===== src/rtl/pebb_pkg.sv =====
// Shared packet-framing definitions: header field layout, framer states and
// a header builder, reused by the framer and the router.
`ifndef DATA_WIDTH
`define DATA_WIDTH 64
`endif
`ifndef KEEP_WIDTH
`define KEEP_WIDTH 8
`endif
`ifndef ID_WIDTH
`define ID_WIDTH 8
`endif
`ifndef DEST_WIDTH
`define DEST_WIDTH 8
`endif

package pebb_pkg;

    localparam int HDR_W        = 64;
    localparam int HDR_FIELD_W  = 8;
    localparam int HDR_DEST_LSB = 56;
    localparam int HDR_SRC_LSB  = 48;
    localparam int HDR_LEN_LSB  = 40;

    typedef enum logic [0:0] {
        ST_IDLE    = 1'b0,
        ST_PAYLOAD = 1'b1
    } framer_state_t;

    // Header beat: dest, source, payload length, remaining bits zero.
    function automatic logic [HDR_W-1:0] make_header(
        input logic [HDR_FIELD_W-1:0] dest,
        input logic [HDR_FIELD_W-1:0] src,
        input logic [HDR_FIELD_W-1:0] len
    );
        logic [HDR_W-1:0] hdr;
        hdr = '0;
        hdr[HDR_DEST_LSB +: HDR_FIELD_W] = dest;
        hdr[HDR_SRC_LSB  +: HDR_FIELD_W] = src;
        hdr[HDR_LEN_LSB  +: HDR_FIELD_W] = len;
        return hdr;
    endfunction

endpackage


===== src/rtl/axis_out_reg.sv =====
// One-entry AXI-Stream pipeline register driving the framed output.
// Handshake: a beat moves when valid and ready are both high on a rising edge;
// once valid is high it stays high with stable payload until that transfer.
module axis_out_reg #(
    parameter int DATA_W = 64,
    parameter int KEEP_W = 8,
    parameter int ID_W   = 8,
    parameter int DEST_W = 8
) (
    input  logic              clk_i,
    input  logic              rst_ni,
    input  logic              in_valid_i,
    output logic              in_ready_o,
    input  logic [DATA_W-1:0] in_data_i,
    input  logic [KEEP_W-1:0] in_keep_i,
    input  logic              in_last_i,
    input  logic [ID_W-1:0]   in_id_i,
    input  logic [DEST_W-1:0] in_dest_i,
    output logic              out_valid_o,
    input  logic              out_ready_i,
    output logic [DATA_W-1:0] out_data_o,
    output logic [KEEP_W-1:0] out_keep_o,
    output logic              out_last_o,
    output logic [ID_W-1:0]   out_id_o,
    output logic [DEST_W-1:0] out_dest_o
);

    logic              valid_q;
    logic [DATA_W-1:0] data_q;
    logic [KEEP_W-1:0] keep_q;
    logic              last_q;
    logic [ID_W-1:0]   id_q;
    logic [DEST_W-1:0] dest_q;

    // Accept a new beat when empty or when the held beat leaves this cycle.
    assign in_ready_o = !valid_q || out_ready_i;

    always_ff @(posedge clk_i or negedge rst_ni) begin
        if (!rst_ni) begin
            valid_q <= 1'b0;
            data_q  <= '0;
            keep_q  <= '0;
            last_q  <= 1'b0;
            id_q    <= '0;
            dest_q  <= '0;
        end else if (in_valid_i && in_ready_o) begin
            valid_q <= 1'b1;
            data_q  <= in_data_i;
            keep_q  <= in_keep_i;
            last_q  <= in_last_i;
            id_q    <= in_id_i;
            dest_q  <= in_dest_i;
        end else if (out_ready_i) begin
            valid_q <= 1'b0;
        end
    end

    assign out_valid_o = valid_q;
    assign out_data_o  = data_q;
    assign out_keep_o  = keep_q;
    assign out_last_o  = last_q;
    assign out_id_o    = id_q;
    assign out_dest_o  = dest_q;

endmodule


===== src/rtl/pkt_framer.sv =====
// Packet framer: prepends a header beat to a counted payload stream.
// Define PKT_FRAMER_ERRCNT_EN to add the err_count payload-tlast checker.
module pkt_framer
    import pebb_pkg::*;
#(
    parameter logic [7:0] ADDRESS = 8'h00
) (
    input  logic                   aclk,
    input  logic                   aresetn,
    input  logic                   cmd_valid,
    output logic                   cmd_ready,
    input  logic [7:0]             cmd_dest,
    input  logic [7:0]             cmd_len,
    input  logic [`DATA_WIDTH-1:0] s_axis_tdata,
    input  logic [`KEEP_WIDTH-1:0] s_axis_tkeep,
    input  logic                   s_axis_tvalid,
    output logic                   s_axis_tready,
    input  logic                   s_axis_tlast,
    output logic [`DATA_WIDTH-1:0] m_axis_tdata,
    output logic [`KEEP_WIDTH-1:0] m_axis_tkeep,
    output logic                   m_axis_tvalid,
    input  logic                   m_axis_tready,
    output logic                   m_axis_tlast,
    output logic [`ID_WIDTH-1:0]   m_axis_tid,
    output logic [`DEST_WIDTH-1:0] m_axis_tdest,
    output logic                   busy,
`ifdef PKT_FRAMER_ERRCNT_EN
    output logic [15:0]            err_count,
`endif
    output framer_state_t          dbg_state
);

    framer_state_t          state_q, state_d;
    logic [7:0]             cnt_q, cnt_d;
    logic [`DEST_WIDTH-1:0] dest_q, dest_d;

    logic                   out_ready;
    logic                   cmd_fire;
    logic                   pay_fire;
    logic                   load_valid;
    logic [`DATA_WIDTH-1:0] load_data;
    logic [`KEEP_WIDTH-1:0] load_keep;
    logic                   load_last;
    logic [`DEST_WIDTH-1:0] load_dest;

    // Gated by aresetn so both readies read 0 while reset is held.
    assign cmd_ready     = aresetn && (state_q == ST_IDLE) && out_ready;
    assign s_axis_tready = aresetn && (state_q == ST_PAYLOAD) && out_ready;
    assign cmd_fire      = cmd_valid && cmd_ready;
    assign pay_fire      = s_axis_tvalid && s_axis_tready;

    always_comb begin
        state_d    = state_q;
        cnt_d      = cnt_q;
        dest_d     = dest_q;
        load_valid = 1'b0;
        load_data  = '0;
        load_keep  = '0;
        load_last  = 1'b0;
        load_dest  = dest_q;
        if (cmd_fire) begin
            load_valid = 1'b1;
            load_data  = make_header(cmd_dest, ADDRESS, cmd_len);
            load_keep  = '1;
            load_last  = (cmd_len == 8'd0);
            load_dest  = cmd_dest;
            dest_d     = cmd_dest;
            cnt_d      = cmd_len;
            if (cmd_len != 8'd0) begin
                state_d = ST_PAYLOAD;
            end
        end else if (pay_fire) begin
            // Packet end comes from the counter alone, never from s_axis_tlast.
            load_valid = 1'b1;
            load_data  = s_axis_tdata;
            load_keep  = s_axis_tkeep;
            load_last  = (cnt_q == 8'd1);
            cnt_d      = cnt_q - 8'd1;
            if (cnt_q == 8'd1) begin
                state_d = ST_IDLE;
            end
        end
    end

    always_ff @(posedge aclk or negedge aresetn) begin
        if (!aresetn) begin
            state_q <= ST_IDLE;
            cnt_q   <= 8'd0;
            dest_q  <= '0;
        end else begin
            state_q <= state_d;
            cnt_q   <= cnt_d;
            dest_q  <= dest_d;
        end
    end

    axis_out_reg #(
        .DATA_W (`DATA_WIDTH),
        .KEEP_W (`KEEP_WIDTH),
        .ID_W   (`ID_WIDTH),
        .DEST_W (`DEST_WIDTH)
    ) u_out_reg (
        .clk_i       (aclk),
        .rst_ni      (aresetn),
        .in_valid_i  (load_valid),
        .in_ready_o  (out_ready),
        .in_data_i   (load_data),
        .in_keep_i   (load_keep),
        .in_last_i   (load_last),
        .in_id_i     (ADDRESS),
        .in_dest_i   (load_dest),
        .out_valid_o (m_axis_tvalid),
        .out_ready_i (m_axis_tready),
        .out_data_o  (m_axis_tdata),
        .out_keep_o  (m_axis_tkeep),
        .out_last_o  (m_axis_tlast),
        .out_id_o    (m_axis_tid),
        .out_dest_o  (m_axis_tdest)
    );

    assign busy      = (state_q != ST_IDLE) || m_axis_tvalid;
    assign dbg_state = state_q;

`ifdef PKT_FRAMER_ERRCNT_EN
    logic [15:0] err_q, err_d;

    always_comb begin
        err_d = err_q;
        if (pay_fire && (s_axis_tlast != (cnt_q == 8'd1)) && (err_q != 16'hFFFF)) begin
            err_d = err_q + 16'd1;
        end
    end

    always_ff @(posedge aclk or negedge aresetn) begin
        if (!aresetn) begin
            err_q <= 16'd0;
        end else begin
            err_q <= err_d;
        end
    end

    assign err_count = err_q;
`else
    logic unused_tlast;
    assign unused_tlast = s_axis_tlast;
`endif

endmodule


===== config.mk =====
export PLATFORM = sky130hd
export DESIGN_NAME = pkt_framer
export DESIGN_NICKNAME = d
export VERILOG_FILES = /design/src/rtl/pebb_pkg.sv /design/src/rtl/axis_out_reg.sv /design/src/rtl/pkt_framer.sv
export SDC_FILE = /design/constraint.sdc
export NUM_CORES = 1
export LEC_CHECK = 0
export CELL_PAD_IN_SITES_DETAIL_PLACEMENT = 1
export CELL_PAD_IN_SITES_GLOBAL_PLACEMENT = 2
export CORE_MARGIN = 2
export CORE_UTILIZATION = 25
export CTS_CLUSTER_SIZE = 8
export DETAILED_ROUTE_END_ITERATION = 7
export PLACE_DENSITY_LB_ADDON = 0.1
export SETUP_SLACK_MARGIN = 0.3
export SLEW_MARGIN = 25
export SYNTH_ARGS = -nofsm -noshare
export SYNTH_HDL_FRONTEND = slang
export SYNTH_SLANG_ARGS = --single-unit
export TNS_END_PERCENT = 1

===== constraint.sdc =====
create_clock -name aclk -period 1.7 [get_ports aclk]
set_clock_uncertainty 0.2 [all_clocks]
set_input_delay 0.34 -clock aclk [delete_from_list [all_inputs] [get_ports aclk]]
set_output_delay 0.34 -clock aclk [all_outputs]
set_load 0.01 [all_outputs]

Yosys cells after proc, flatten, opt, wreduce, memory -nomap -nowiden:

Index checks and enable logic that the tools add are counted.

* input port bits: 94
* logic and storage cells: 45
* bits in registers: 99

* reductions and logical operators: 16
* add/subtract/negate cells: 1
* bitwise logic cells: 1
* equal/unequal tests: 2
* mux-type cells: 17

Operators by type and width (count)
* 64-bit two-way mux: 2
* 8-bit two-way mux: 5
* 1-bit two-way mux: 10
* 8-bit by 1-bit == test with 1-bit output (second input constant): 1
* 8-bit zero test: 1
* 8-bit nonzero test: 1
* 8-bit by 1-bit subtractor with 8-bit output (second input constant): 1
* 1-bit logical AND: 7
* 2-bit nonzero test: 3
* 3-bit AND reduction: 1
* 1-bit logical OR: 2
* 2-bit by 1-bit != test with 1-bit output (second input constant): 1
* 1-bit zero test: 1
* 1-bit NOT: 1

Depth between registers and ports, before layout:

Gate-level depths: netlist of run 1.

* word-level depth: 8
* depth in mapped cells: 7

By module:

From an unflattened synthesis of run 1, not the netlist that was laid out.

* cell total of the unflattened synthesis: 392
* area total of the unflattened synthesis: 4849.7 um2

By module, submodules not included
* axis_out_reg: seq. area each 2252.2 um2, cells each 191, times used 1, area each 3380.7 um2
* pkt_framer: seq. area each 425.4 um2, cells each 201, times used 1, area each 1468.9 um2

Worst setup path before layout of run 1:

No wires, ideal clock.

* kind: input to register
* start point: in m_axis_tready
* end point: reg u_out_reg.data_q[45] (netlist: u_out_reg.out_data_o[45])
* library setup time: 121 ps
* cell stages on the path: 7
* arrival: 1280 ps
* setup slack: 99 ps
* cell sequence: nand2b_1 > buf_6 > and4_4 > buf_6 > buf_6 > a22oi_1 > nand2_1

* longest elaborated chain between the ends: 6

RTL lines
* start, declared: line pkt_framer.sv:22 `input logic m_axis_tready,`
* 1-bit logical OR *: line axis_out_reg.sv:36 `assign in_ready_o = !valid_q || out_ready_i;`
* 1-bit logical AND: line pkt_framer.sv:48 `assign s_axis_tready = aresetn && (state_q == ST_PAYLOAD) && out_ready;`
* 1-bit logical AND: line pkt_framer.sv:50 `assign pay_fire = s_axis_tvalid && s_axis_tready;`
* 1-bit two-way mux: line pkt_framer.sv:72 `end else if (pay_fire) begin`
* 1-bit two-way mux: line pkt_framer.sv:61 `if (cmd_fire) begin`
* 1-bit logical AND: line axis_out_reg.sv:46 `end else if (in_valid_i && in_ready_o) begin`
* end signal, assigned: line axis_out_reg.sv:48 `data_q <= in_data_i;`
* end, declared: line axis_out_reg.sv:29 `logic [DATA_W-1:0] data_q;`

Mark *: on every way between the ends. The rest lies on a longest branch, timed or not.
A chain may end at the register's enable or synchronous reset.

Worst setup path after layout of run 1:

* start point: reg state_q (netlist: dbg_state)
* end point: reg cnt_q[0]

* longest elaborated chain between the ends: 5

RTL lines
* start, declared: line pkt_framer.sv:33 `framer_state_t state_q, state_d;`
* start signal, assigned: line pkt_framer.sv:91 `state_q <= state_d;`
* 1-bit NOT: line pkt_framer.sv:47 `assign cmd_ready = aresetn && (state_q == ST_IDLE) && out_ready;`
* 1-bit logical AND (2 in a row): line pkt_framer.sv:47
* 1-bit logical AND: line pkt_framer.sv:49 `assign cmd_fire = cmd_valid && cmd_ready;`
* 8-bit two-way mux or 2-bit nonzero test (tied branches)
* end signal, assigned: line pkt_framer.sv:92 `cnt_q <= cnt_d;`
* end, declared: line pkt_framer.sv:34 `logic [7:0] cnt_q, cnt_d;`

Parallel ways exist; a longest one is shown, timed or not.

==> flow_metrics.tcl, run 1 <==
set metrics [dict create \
    status "finished, violations left" \
    failed_checks "negative setup slack" \
    cts_max_level 3 \
    switching_power_w 0.00337 \
    avgSynthCellArea_um2 12.3 \
    synthArstFlopShare 1.00 \
    vias 3423 \
    dp_hpwl_um 9390 \
    synthToLayoutAreaGrowth_pct 65.3 \
    hold_slack_ns 0.0388 \
    power-per-cell-area_mw_per_mm2 1520 \
    start_util 0.255 \
    antenna_found_initial 0 \
    remaining_drc_errors 0 \
    cp-end-kind "flop" \
    holdCritPathClass "in2async" \
    setup-violations-final 50 \
    rsz0062_at_grt "yes" \
    die-area_mm2 0.0172 \
    ios 188 \
    final_layout_size_suffix_gt1_frac 0.372 \
    maxCapViolations 0 \
    ys_types 41 \
    crit_type "reg2reg" \
    p_seq_frac 0.393 \
    ys_seq_area_frac 0.614 \
    worstReg2RegEnd "cnt_q[0]" \
    cts_tree "yes" \
    cp_max_fo 6 \
    ys_warn_count 0 \
    gp_congestion 0.741 \
    use_met3 0.0483 \
    synth_edf_count 0 \
    rrSetupSlack_ns -0.03 \
    max_clock_freq_ghz 0.577 \
    clkLatencyLatePin_ns 0.35 \
    cts-root-buf "clkbuf_16" \
    tightest_slew_ns 0.525 \
    grt_busiest_layer "met2" \
    r2r-start "dbg_state" \
    ir_worst_vdd_mv 0.592 \
    met2_usage 0.270 \
    netlist_instances 329 \
    hold_viol_final 0 \
    yosysMostFrequentCell "dfrtp_1" \
    ys_top_cells_by_area "dfrtp_1 61%, a22o_1 10%, nand2_1 5.6%" \
    cts_made_buffers 9 \
    netlist_top_cells_count "99 x dfrtp_1, 60 x nand2_1, 48 x a22o_1, 12 x a22oi_1, 11 x buf_4" \
    synth_ff_type "dfrtp_1" \
    min_period_over_period 1.02 \
    io_buffers 178 \
    yosys.area.top_type_share 0.614 \
    via_per_inst 4.51 \
    grtUsageMet1 0.189 \
    leakagePower_nw 3.26 \
    grt_usage 0.158 \
    mappedNetlistArea_mm2 0.00404 \
    routed_wl_um 13100 \
    clockPowerShare 0.213 \
    final_nets 634 \
    pre_cts_ws_ns -0.548 \
    firstDrtPassIters 4 \
    grt_remaining_overflow 0 \
    fp.coreArea_mm2 0.0158 \
    period_minus_slack_ns 1.73 \
    synth-seq-cells 99 \
    grt_max_degree 41 \
    clkTransAtPathRegs_ns 0.07 \
    clk_path_buf_depth 2 \
    crit_path_start_kind "flop" \
    clock-sinks 99 \
    wl_per_cell_um 17.2 \
    fin_tns_setup_ns -0.591 \
    diodes 0 \
    power_w 0.0102 \
    switching_share 0.332 \
    grt_pass1_wl_um 20400 \
    layout_setup_ws_ns -0.0340 \
    cp_data_arrival_time_ns 1.80 \
    p_comb_frac 0.394 \
    relSlewSlack 0.650 \
    grt_pass1_vias 3686 \
    die_h_um 131 \
    startpoint "dbg_state" \
    std_cell_rows 46 \
    final_util 0.422 \
    ff2ff_path_depth 6 \
    worstPathRequired_ns 1.76 \
    ant_nets 0 \
    drv_slew 0 \
    die_x_um 131 \
    p_int_w 0.00679 \
    drtIter0Drc 67 \
    endpoint "cnt_q[0]" \
    yosysTopAreaCell "dfrtp_1" \
]
-- layout by cell type, fill, tap and decap left out, types with 10 or more instances in the layout --
master / netlist / routed
clkdlybuf4s50_1: 0 / 90
a22oi_2: 4 / 15
buf_4: 11 / 30
nand2_2: 0 / 10
buf_6: 9 / 33
buf_2: 10 / 56
a22o_1: 48 / 48
nand2_1: 60 / 40
nand2_4: 0 / 10
dfrtp_1: 99 / 98
-- cell type report --
cell class                 instances  area, um^2
clock buffer                      13         270
clock inverter                     3        45.0
fill                            1693        9160
inverter                           5        18.8
multi-input combinational        201        1580
sequential                        99        2480
tap                              216         270
timing repair buffer             222        2010
-- registers in the layout (all words and copies together), names as in the netlist --
| register | count |
|---|---|
| u_out_reg.out_last_o | 1 |
| cnt_q | 8 |
| u_out_reg.out_data_o | 64 |
| u_out_reg.out_keep_o | 8 |
| u_out_reg.out_dest_o | 8 |
| dbg_state | 1 |
| dest_q | 8 |
| u_out_reg.out_valid_o | 1 |
-- how the worst min path moves through the flow --
stage / to / cells after the start / slack (ns)
after global routing: u_out_reg.out_data_o[7] / 3 / 0.08
final: u_out_reg.out_data_o[27] / 3 / 0.04
after global placement: dest_q[5] / 2 / 0.26
after detailed placement: dest_q[0] / 2 / 0.26
after CTS: u_out_reg.out_data_o[21] / 3 / 0.04
after floorplan: cnt_q[0] / 0 / -0.16
-- kinds of logic (layout without fill, tap and decap cells) --
logic type,Yosys count,in the layout,share of synthesized area
AOI/OAI and AO/OA,94,94,0.190
xor gates and xnor gates,1,1,0.00217
adders and majority gates,2,2,0.00620
buffers and inverters,37,243,0.0648
DFF,99,99,0.614
muxes,9,9,0.0236
other,1,8,0.000929
and+or+nand+nor,86,87,0.0983
-- metrics by stage --
stage               std cells  cell area (um^2)
finish                    759              6670
global route              759              6670
CTS                       758              6570
detailed placement        734              6270
global placement          734              6270
floorplan                 336              4160
-- repair_timing --
item                                    CTS  global route
gates cloned                              3             0
endpoints found under the setup margin  185           185
hold buffers                              1             0
buffers inserted                          4             1
hold endpoints to repair                 40             0
pin swaps                                18            15
resized for setup                       422            20
-- worst max-delay path: stages (launching register included) --
cell	delay, ns
dfrtp_2	0.44
buf_6	0.13
buf_6	0.11
and4b_4	0.46
buf_8	0.17
nand2_4	0.06
o211ai_1	0.08
-- layer usage --
metal | part of all wire | wire, um
met1 | 0.42 | 5520
met2 | 0.49 | 6410
met3 | 0.072 | 939
met4 | 0.016 | 206
met5 | 0 | 0
-- power by group through the flow --
stage	clock, W	combinational, W	sequential [W]
floorplan	0	0.00144	0.00432
detailed placement	0	0.00428	0.00400
finish	0.00217	0.00400	0.00399
global route	0.00235	0.00436	0.00414
global placement	0	0.00423	0.00396
CTS	0.00225	0.00394	0.00398
(Power assumes the default switching activity.)
==> run 2, diff against run 1 <==
==> constraint.sdc (replaced) <==
create_clock -name aclk -period 1.6 [get_ports aclk]
set_clock_uncertainty 0.2 [all_clocks]
set_input_delay 0.32 -clock aclk [delete_from_list [all_inputs] [get_ports aclk]]
set_output_delay 0.32 -clock aclk [all_outputs]
set_load 0.01 [all_outputs]
==> flow_metrics.tcl, run 2 (synthesized netlist as in run 1, its figures left out) <==
set metrics [dict create \
    endpoint "cnt_q[6]" \
    final_nets 634 \
    cts_max_level 3 \
    die_h_um 131 \
    hold_viol_final 0 \
    fill_cells 1727 \
    routed_wl_um 13200 \
    power_w 0.0106 \
    cp_data_arrival_time_ns 1.83 \
    setup-violations-final 102 \
    startpoint "dbg_state" \
    clockPowerShare 0.192 \
    p_comb_frac 0.408 \
    clkLatencyLatePin_ns 0.34 \
    grt_remaining_overflow 0 \
    io_buffers 178 \
    critPathTopFamily "buffers and inverters" \
    maxCapViolations 0 \
    layout_setup_ws_ns -0.175 \
    cp-end-kind "flop" \
    cts_made_buffers 9 \
    slowest_delay_ns 0.43 \
    grt_max_degree 37 \
    fin_tns_setup_ns -13.30 \
    synthToLayoutAreaGrowth_pct 63.2 \
    die_x_um 131 \
    remaining_drc_errors 0 \
    max_clock_freq_ghz 0.563 \
    antenna_found_initial 0 \
    clkTransAtPathRegs_ns 0.07 \
    status "finished, violations left" \
    final_common_cell "dfrtp_1" \
    rrSetupSlack_ns -0.18 \
    ant_nets 0 \
    crit_type "reg2reg" \
    period_minus_slack_ns 1.78 \
    failed_checks "negative setup slack" \
    clock-sinks 99 \
    final_cells 759 \
    ios 188 \
    rsz0062_at_grt "yes" \
    ir_worst_vdd_mv 0.611 \
    largest_reg_flops 64 \
    final_cell_mix "98 x dfrtp_1, 91 x clkdlybuf4s50_1, 53 x buf_2, 48 x a22o_1, 46 x nand2_1" \
    ff2ff_path_depth 8 \
    hold_slack_ns 0.0923 \
    die-area_mm2 0.0172 \
    power-per-cell-area_mw_per_mm2 1610 \
    firstDrtPassIters 4 \
    path_cells "buf_6 -> buf_6 -> mux2_4 -> nand3_4 -> buf_12 -> buf_12 -> a21oi_1 -> o211ai_1" \
    dp.cells 732 \
    start_util 0.255 \
    switching_share 0.332 \
    grt_pass1_wl_um 20800 \
    crit_buf_inv 4 \
    gp_congestion 0.715 \
    dp_hpwl_um 9360 \
    path_depth 8 \
    cp_slowest_cell "dfrtp_2" \
    wl_per_cell_um 17.4 \
    min_period_over_period 1.11 \
    leakagePower_nw 3.17 \
    switching_power_w 0.00352 \
    cts-root-buf "clkbuf_16" \
    r2r-start "dbg_state" \
    p_seq_frac 0.400 \
    grt_usage 0.159 \
    worstPathRequired_ns 1.66 \
    drtIter0Drc 83 \
    holdCritPathClass "in2async" \
    grt_pass1_vias 3754 \
    drv_slew 0 \
    p_int_w 0.00710 \
    std_cell_rows 46 \
    diodes 0 \
    clk_path_buf_depth 2 \
    fp.coreArea_mm2 0.0158 \
    final_layout_size_suffix_gt1_frac 0.348 \
    cp_max_fo 5 \
    vias 3433 \
    cts_tree "yes" \
    worstReg2RegEnd "cnt_q[6]" \
    crit_path_start_kind "flop" \
    via_per_inst 4.52 \
]
[run 2: through the flow]
step,utilization,cell area [um^2],setup WS [ns]
detailed placement,0.395,6250,-0.597
global route,0.416,6590,-0.238
finish,0.416,6590,-0.175
floorplan,-,4170,0.0259
global placement,0.395,6250,-0.612
CTS,0.409,6470,-0.200
[run 2: worst min-delay path by stage]
stage            start                        to  slack [ns]
2_1_floorplan  aresetn                  cnt_q[0]       -0.18
3_3_place_gp   aresetn  u_out_reg.out_data_o[28]        0.18
3_5_place_dp   aresetn  u_out_reg.out_data_o[28]        0.19
4_1_cts        aresetn                  cnt_q[5]         0.1
5_1_grt        aresetn     u_out_reg.out_valid_o        0.15
6_report       aresetn                  cnt_q[1]        0.09
[run 2: per-layer routing]
layer / vias to the layer above / track usage / wire length, um
li1: 1590 / - / -
met1: 1711 / 0.204 / 5740
met2: 114 / 0.256 / 6200
met3: 18 / 0.0426 / 990
met4: 0 / 0.0601 / 257
met5: - / 0 / 0
[run 2: power by group through the flow]
stage	Combinational, W	Sequential [W]	Clock, W
finish	0.00434	0.00425	0.00204
global route	0.00474	0.00440	0.00226
CTS	0.00423	0.00422	0.00215
floorplan	0.00154	0.00459	0
detailed placement	0.00460	0.00423	0
global placement	0.00455	0.00420	0
[run 2: worst register-to-register path, cell delays in order (launching register included)]
cell and delay, ns:
dfrtp_2 0.43, buf_6 0.13, buf_6 0.10, mux2_4 0.30
nand3_4 0.10, buf_12 0.14, buf_12 0.12, a21oi_1 0.04
o211ai_1 0.15
[run 2: area by class of cell]
| type | instances | area (um^2) | area share |
|---|---|---|---|
| clock buffers | 14 | 264 | 0.0401 |
| clock inverters | 2 | 10.0 | 0.00152 |
| inverters | 5 | 18.8 | 0.00285 |
| multi-input cells | 200 | 1490 | 0.226 |
| flip-flops and latches | 99 | 2480 | 0.376 |
| well taps | 216 | 270 | 0.0410 |
| repair buffers | 223 | 2060 | 0.312 |
[run 2: timing repair]
action / CTS / global route
gates cloned: 3 / 0
setup buffers: 6 / 0
hold endpoints to repair: 71 / 0
gates resized for setup: 393 / 23
hold buffers: 2 / 0
endpoints found under the setup margin: 185 / 185
pin swaps: 14 / 6
==> run 3, diff against run 2 <==
--- a/config.mk
+++ b/config.mk
@@ -5,12 +5,14 @@
 export SDC_FILE = /design/constraint.sdc
 export NUM_CORES = 1
 export LEC_CHECK = 0
+export CAP_MARGIN = 20
 export CELL_PAD_IN_SITES_DETAIL_PLACEMENT = 1
 export CELL_PAD_IN_SITES_GLOBAL_PLACEMENT = 2
 export CORE_MARGIN = 2
 export CORE_UTILIZATION = 25
 export CTS_CLUSTER_SIZE = 8
 export DETAILED_ROUTE_END_ITERATION = 7
+export GPL_ROUTABILITY_DRIVEN = 0
 export PLACE_DENSITY_LB_ADDON = 0.1
 export SETUP_SLACK_MARGIN = 0.3
 export SLEW_MARGIN = 25
==> results of run 3 <==
Same layout as run 2: the final DEF is identical, and so are final timing and power.
